==> src/rtl/grid_cursor_template.sv <==
// -----------------------------------------------------------------------------
// grid_cursor_template
//
// Purpose:
//   Produces per-pixel overlay flags for a COLS x ROWS grid of CELL_W x CELL_H
//   pixel cells placed on a 1024x768 visible area. The block reports whether
//   the current pixel is inside the grid, whether it lies on a grid line, and
//   the column/row of the cell under it. Column and row are tracked with
//   pixel-offset counters rather than dividers.
//
//   The block also owns the cursor position. Single-cycle button pulses move
//   it, and the WRAP parameter selects wrap-around or saturation at the grid
//   edges. The cursor highlight blinks with a half-period of BLINK_FRAMES
//   frames. BLINK_FRAMES = 0 keeps the highlight on.
//
//   All pixel flags are registered and describe the hc/vc pair presented one
//   clock earlier. Downstream logic delays HS/VS by one clock to match.
//
// Ports:
//   clk_vga      pixel clock
//   rst_n        asynchronous active-low reset
//   hc_visible   visible pixel column, 1-based; 0 during blanking
//   vc_visible   visible line number, 1-based; 0 during blanking
//   btn_up/down/left/right   one-cycle cursor move pulses
//   in_grid      pixel is inside the grid rectangle
//   lines        pixel is on a grid line (cell border or outer frame)
//   cell_x/y     column/row of the pixel's cell, 0 outside the grid
//   on_cursor    pixel is in the cursor cell interior and blink phase is on
//   cursor_x/y   cursor column/row
// -----------------------------------------------------------------------------
module grid_cursor_template #(
  parameter int GRID_XI      = 340,
  parameter int GRID_YI      = 256,
  parameter int COLS         = 6,
  parameter int ROWS         = 4,
  parameter int CELL_W       = 100,
  parameter int CELL_H       = 100,
  parameter int LINE_W       = 2,
  parameter int BLINK_FRAMES = 30,
  parameter int WRAP         = 1
) (
  input  logic        clk_vga,
  input  logic        rst_n,
  input  logic [10:0] hc_visible,
  input  logic [10:0] vc_visible,
  input  logic        btn_up,
  input  logic        btn_down,
  input  logic        btn_left,
  input  logic        btn_right,
  output logic        in_grid,
  output logic        lines,
  output logic [3:0]  cell_x,
  output logic [3:0]  cell_y,
  output logic        on_cursor,
  output logic [3:0]  cursor_x,
  output logic [3:0]  cursor_y
);

  // Grid extent: last pixel column and last line that belong to the grid.
  localparam int XF = GRID_XI + COLS * CELL_W;
  localparam int YF = GRID_YI + ROWS * CELL_H;

  localparam int XW = (CELL_W > 1) ? $clog2(CELL_W) : 1;
  localparam int YW = (CELL_H > 1) ? $clog2(CELL_H) : 1;
  localparam int FW = (BLINK_FRAMES > 1) ? $clog2(BLINK_FRAMES) : 1;

  localparam logic [10:0]   X_FIRST    = 11'(GRID_XI + 1);
  localparam logic [10:0]   X_LAST     = 11'(XF);
  localparam logic [10:0]   X_EDGE     = 11'(XF - LINE_W);
  localparam logic [10:0]   Y_FIRST    = 11'(GRID_YI + 1);
  localparam logic [10:0]   Y_LAST     = 11'(YF);
  localparam logic [10:0]   Y_EDGE     = 11'(YF - LINE_W);
  localparam logic [XW-1:0] X_OFF_MAX  = XW'(CELL_W - 1);
  localparam logic [YW-1:0] Y_OFF_MAX  = YW'(CELL_H - 1);
  localparam logic [XW-1:0] X_LINE     = XW'(LINE_W);
  localparam logic [YW-1:0] Y_LINE     = YW'(LINE_W);
  localparam logic [3:0]    COL_MAX    = 4'(COLS - 1);
  localparam logic [3:0]    ROW_MAX    = 4'(ROWS - 1);
  localparam logic [FW-1:0] FRAME_LAST = FW'(BLINK_FRAMES - 1);

  // Position trackers: offset inside the current cell and the cell index.
  logic [XW-1:0] x_off_q, x_off_d;
  logic [3:0]    col_q,   col_d;
  logic [YW-1:0] y_off_q, y_off_d;
  logic [3:0]    row_q,   row_d;
  logic [10:0]   vc_prev_q, vc_prev_d;

  // Cursor and blink state.
  logic [3:0]    cursor_x_q, cursor_x_d;
  logic [3:0]    cursor_y_q, cursor_y_d;
  logic [FW-1:0] frame_cnt_q, frame_cnt_d;
  logic          phase_q, phase_d;

  // Registered pixel flags.
  logic          in_grid_q,   in_grid_d;
  logic          lines_q,     lines_d;
  logic [3:0]    cell_x_q,    cell_x_d;
  logic [3:0]    cell_y_q,    cell_y_d;
  logic          on_cursor_q, on_cursor_d;

  logic in_x, in_y, vc_changed, frame_start, move, phase_on;

  // One step toward index 0, wrapping to max_pos or holding at 0.
  function automatic logic [3:0] step_down(input logic [3:0] pos,
                                           input logic [3:0] max_pos);
    if (pos == 4'd0) return (WRAP != 0) ? max_pos : 4'd0;
    return pos - 4'd1;
  endfunction

  // One step toward max_pos, wrapping to 0 or holding at max_pos.
  function automatic logic [3:0] step_up(input logic [3:0] pos,
                                         input logic [3:0] max_pos);
    if (pos == max_pos) return (WRAP != 0) ? 4'd0 : max_pos;
    return pos + 4'd1;
  endfunction

  always_comb begin
    // NOTE: every signal assigned in this block gets a default first. A path
    // that leaves a signal unassigned would otherwise infer a latch.
    x_off_d     = x_off_q;
    col_d       = col_q;
    y_off_d     = y_off_q;
    row_d       = row_q;
    vc_prev_d   = vc_visible;
    cursor_x_d  = cursor_x_q;
    cursor_y_d  = cursor_y_q;
    frame_cnt_d = frame_cnt_q;
    phase_d     = phase_q;

    in_x        = (hc_visible >= X_FIRST) && (hc_visible <= X_LAST);
    in_y        = (vc_visible >= Y_FIRST) && (vc_visible <= Y_LAST);
    vc_changed  = (vc_visible != vc_prev_q);
    // A new frame begins when the line count drops from visible to blanking.
    frame_start = (vc_prev_q != 11'd0) && (vc_visible == 11'd0);
    move        = btn_up || btn_down || btn_left || btn_right;
    phase_on    = (BLINK_FRAMES == 0) || phase_q;

    // Horizontal tracking. The *_d values describe the current pixel, so the
    // registered flags below reflect it one clock later.
    if (hc_visible == X_FIRST) begin
      x_off_d = '0;
      col_d   = 4'd0;
    end else if (in_x) begin
      if (x_off_q == X_OFF_MAX) begin
        x_off_d = '0;
        col_d   = col_q + 4'd1;
      end else begin
        x_off_d = x_off_q + XW'(1);
      end
    end

    // Vertical tracking advances once per new line, not once per pixel.
    if ((vc_visible == Y_FIRST) && vc_changed) begin
      y_off_d = '0;
      row_d   = 4'd0;
    end else if (in_y && vc_changed) begin
      if (y_off_q == Y_OFF_MAX) begin
        y_off_d = '0;
        row_d   = row_q + 4'd1;
      end else begin
        y_off_d = y_off_q + YW'(1);
      end
    end

    in_grid_d   = in_x && in_y;
    // The outer frame's right and bottom edges are thickened inward, so the
    // last LINE_W pixels of the final column and row also count as lines.
    lines_d     = in_grid_d && ((x_off_d < X_LINE) || (y_off_d < Y_LINE) ||
                                (hc_visible > X_EDGE) || (vc_visible > Y_EDGE));
    cell_x_d    = in_grid_d ? col_d : 4'd0;
    cell_y_d    = in_grid_d ? row_d : 4'd0;
    on_cursor_d = in_grid_d && !lines_d && (col_d == cursor_x_q) &&
                  (row_d == cursor_y_q) && phase_on;

    // One move per clock. Lower-priority pulses in the same clock are dropped.
    if (btn_up) begin
      cursor_y_d = step_down(cursor_y_q, ROW_MAX);
    end else if (btn_down) begin
      cursor_y_d = step_up(cursor_y_q, ROW_MAX);
    end else if (btn_left) begin
      cursor_x_d = step_down(cursor_x_q, COL_MAX);
    end else if (btn_right) begin
      cursor_x_d = step_up(cursor_x_q, COL_MAX);
    end

    // A move restarts the blink so the cursor is visible where it lands.
    // A move in the same clock as a frame start takes precedence.
    if (move) begin
      frame_cnt_d = '0;
      phase_d     = 1'b1;
    end else if (frame_start && (BLINK_FRAMES != 0)) begin
      if (frame_cnt_q == FRAME_LAST) begin
        frame_cnt_d = '0;
        phase_d     = ~phase_q;
      end else begin
        frame_cnt_d = frame_cnt_q + FW'(1);
      end
    end
  end

  // NOTE: state is written with non-blocking assignments so every flop
  // samples the pre-edge value of every other flop, whatever the order in
  // which the statements appear.
  always_ff @(posedge clk_vga or negedge rst_n) begin
    if (!rst_n) begin
      x_off_q     <= '0;
      col_q       <= 4'd0;
      y_off_q     <= '0;
      row_q       <= 4'd0;
      vc_prev_q   <= 11'd0;
      cursor_x_q  <= 4'd0;
      cursor_y_q  <= 4'd0;
      frame_cnt_q <= '0;
      phase_q     <= 1'b1;
      in_grid_q   <= 1'b0;
      lines_q     <= 1'b0;
      cell_x_q    <= 4'd0;
      cell_y_q    <= 4'd0;
      on_cursor_q <= 1'b0;
    end else begin
      x_off_q     <= x_off_d;
      col_q       <= col_d;
      y_off_q     <= y_off_d;
      row_q       <= row_d;
      vc_prev_q   <= vc_prev_d;
      cursor_x_q  <= cursor_x_d;
      cursor_y_q  <= cursor_y_d;
      frame_cnt_q <= frame_cnt_d;
      phase_q     <= phase_d;
      in_grid_q   <= in_grid_d;
      lines_q     <= lines_d;
      cell_x_q    <= cell_x_d;
      cell_y_q    <= cell_y_d;
      on_cursor_q <= on_cursor_d;
    end
  end

  assign in_grid   = in_grid_q;
  assign lines     = lines_q;
  assign cell_x    = cell_x_q;
  assign cell_y    = cell_y_q;
  assign on_cursor = on_cursor_q;
  assign cursor_x  = cursor_x_q;
  assign cursor_y  = cursor_y_q;

endmodule

==> config.mk <==
export PLATFORM = sky130hd
export DESIGN_NAME = grid_cursor_template
export DESIGN_NICKNAME = d
export VERILOG_FILES = /design/src/rtl/grid_cursor_template.sv
export SDC_FILE = /design/constraint.sdc
export NUM_CORES = 1
export LEC_CHECK = 0
export BUFFER_PORTS_ARGS = -buffer_cell sky130_fd_sc_hd__buf_2
export CORE_MARGIN = 10
export CORE_UTILIZATION = 55
export DETAILED_ROUTE_END_ITERATION = 8
export GPL_TIMING_DRIVEN = 0
export PLACE_DENSITY = 0.77
export SETUP_SLACK_MARGIN = 0.2
export SYNTH_ARGS = -nofsm -noshare
export SYNTH_HDL_FRONTEND = slang
export SYNTH_SLANG_ARGS = --single-unit
==> constraint.sdc <==
create_clock -name clk_vga -period 3.9 [get_ports clk_vga]
set_clock_uncertainty 0.15 [all_clocks]
set_input_delay 0.585 -clock clk_vga [delete_from_list [all_inputs] [get_ports clk_vga]]
set_output_delay 0.585 -clock clk_vga [all_outputs]
set_load 0.02 [all_outputs]
==> reports/qor.yml <==
status: "complete, no violations"
wire_per_inst_um: 15.6
netlist_instances: 358
cts.path.max_buffers: 2
use_met1_pct: 21.2
worst_pin_slew_ns: 1.26
cts_root_buffer: "clkbuf_8"
power.switching_uw: 691
worstSetupEndpoint: "on_cursor$_DFF_PN0_"
critPathMaxFanout: 10
reg2reg_from: "vc_prev_q[2]$_DFF_PN0_"
finalNetCount: 450
startpoint_type: "input port"
cts_buffers: 9
overflow: 0
post_dp_cell_area_sq_um: 3620
ant_nets: 0
synth_commonest_cells: "57 x dfrtp_1, 30 x nor2_1, 29 x nand2_1"
slew_viol_final: 0
synth_fa_ha_area_share_pct: 3.40
hp-class: "input port to asynchronous set/reset pin"
synth_area_leader_cell: "dfrtp_1"
seq_area_frac_synth_pct: 43.9
busiest_layer: "met2"
area_delta_synth_final_pct: 15.2
io_buffers: 44
yosysWarnings: 0
layout-drive-gt1-share_pct: 16.8
fillers: 496
relSlewSlack_pct: 15.1
r2r_cells: 9
numClockSinks: 58
timing.fmax_mhz: 286
gp_congestion: 0.887
antenna_cells: 0
dr.first_iter.drc_count: 113
grt_pass1_vias: 2775
cts_resized: 0
design.die.area_sq_um: 9520
synth_ff_type: "dfrtp_1"
max-cap-violations: 0
synth_fp_nets: 395
max-vdd-ir-drop_mv: 0.386
clkTransAtPathRegs_ns: 0.06
firstDrtPassIters: 4
crit_type: "input port to register"
tns_ns: 0
synth_most_common_cell: "dfrtp_1"
grt_max_degree: 59
cts_hold_buffers: 0
p_sw_share_pct: 35.4
core_area_sq_um: 5890
setup_violations: 0
via_per_inst: 5.85
grt_pass1_wl_um: 13000
cts_max_level: 3
synth_cell_types: 60
ios: 47
synth_top_area_share_pct: 43.1
netlist_area_sq_um: 3310
clock_latency_ns: 0.33
synth_edf_count: 0
synth-async-reset-ratio_pct: 100
synthSimpleGateAreaFrac_pct: 23.9
start_util_pct: 56.2
num_vias: 2878
final_area_sq_um: 3810
use_met2_pct: 24.5
crit_required_ns: 4.01
antenna_found_initial: 0
r2r_end: "on_cursor$_DFF_PN0_"
worstSetupEndpointType: "register"
pwr-share-clk_pct: 27.1
ys_ff_latch: 58
syn_area_per_cell_sq_um: 9.24
use_met3_pct: 4.34
grt_usage_pct: 16.2
synth_xor_area_share_pct: 7.11
dieHeight_um: 97.6
synth.area.mux_share_pct: 1.59
dp_hpwl_um: 5550
die_x_um: 97.6
multi_input_area_sq_um: 1760
comb_power_share_pct: 30.5
period_needed_ns: 3.50
post_cts_buffers: 0
seq_power_share_pct: 42.4
fp-row-count: 28
rsz0062_at_grt: "no"
hold_violations: 0
regToRegSetupSlack_ns: 0.53
ff_latch_area_sq_um: 1450
critPathLaunch: "hc_visible[1]"
hold_ws_ns: 0.156
cp.arrival_ns: 3.61
cts_tree: "done"
power_per_cell_area_nw_per_um2: 513
cellLeakagePower_nw: 1.68
min_period_over_period_pct: 89.6
intPower_mw: 1.26
synth-compound-area-share_pct: 17.1
synth_area_leaders: "dfrtp_1 43%, xnor2_1 5.3%, a21oi_1 4.1%, ha_1 3.4%, nor2_1 3.4%"
drt-total-wl_um: 7660
synth_top_family_by_area: "simple AND/OR/NAND/NOR gates"
drc: 0
-- state kept, by name, indices dropped and copies added (netlist names), 5 cells and up --
name	flops
frame_cnt_q	5
x_off_q	7
vc_prev_q	11
y_off_q	7
-- how the worst min path moves through the flow --
stage	start	to	slack, ns	cells past startpoint
floorplan	rst_n	cell_x[0]$_DFF_PN0_	0.14	0
global placement	x_off_q[6]$_DFF_PN0_	x_off_q[6]$_DFF_PN0_	0.37	1
detailed placement	frame_cnt_q[1]$_DFFE_PN0P_	frame_cnt_q[1]$_DFFE_PN0P_	0.38	2
CTS	vc_visible[4]	vc_prev_q[4]$_DFF_PN0_	0.25	1
global route	rst_n	x_off_q[5]$_DFF_PN0_	0.21	1
finish	rst_n	x_off_q[5]$_DFF_PN0_	0.16	1
-- power groups by stage --
stage	registers [mW]	clock network [mW]	logic (mW)
after global routing	0.844	0.571	0.674
after detailed placement	0.832	0	0.595
after floorplan	0.853	0	0.392
after CTS	0.822	0.544	0.599
after global placement	0.828	0	0.578
final	0.827	0.530	0.596
-- worst max-delay path, cell delays in order --
cell and delay, ns:
buf_2 0.12, nand4bb_1 0.17, or4_1 0.46, nor4_1 0.96, clkbuf_1 0.44, nor2_1 0.14, xnor2_1 0.15, a2111oi_0 0.32
and4b_1 0.26
-- routing by layer --
metal  up-vias  part of all wire, %
met5         -                    0
met4         0                  1.7
met3        13                  4.2
met2        51                   46
met1      1376                   48
li1       1438                    -
-- placed cells by master (no fill, tap or decap), types with 4 or more instances in the layout --
cell	Yosys	layout
or3_1	7	7
clkbuf_1	11	13
a21oi_1	27	27
nor4_1	8	8
nand2_1	29	29
o211ai_1	4	4
dfrtp_1	57	57
nand4_1	7	7
and3_1	6	6
clkbuf_8	0	10
nor2_1	30	30
o21ai_0	21	21
inv_1	13	13
xnor2_1	20	20
nand3_1	15	15
xor2_1	5	5
ha_1	9	9
a311oi_1	4	4
buf_2	0	43
nor3_1	20	20
-- through the flow --
stage | power, mW | worst slack (ns) | utilization (%) | std cells
after global routing | 2.09 | 0.218 | 64.8 | 492
after floorplan | 1.25 | 0.557 | - | 358
final | 1.95 | 0.404 | 64.8 | 492
after global placement | 1.41 | 0.197 | 61.6 | 477
after CTS | 1.97 | 0.362 | 64.7 | 492
after detailed placement | 1.43 | 0.144 | 61.6 | 477
-- cells by family (layout without fill, tap and decap cells) --
group,count (synthesis),after routing
AOI/OAI and AO/OA,86,86
xor gates and xnor gates,26,26
adders and majority gates,9,9
buffers and inverters,25,84
DFF,58,58
muxes,5,5
and+or+nand+nor,149,149
-- final cells by class --
cell class                 instances  area share (%)
buffer                            12            1.38
clock buffer                      12            3.81
clock inverter                     3            1.05
inverter                          13            1.28
multi-input combinational        275            46.1
sequential                        58            38.1
tap                               75            2.46
timing repair buffer              44            5.84
Power figures use the tool's default switching activity.
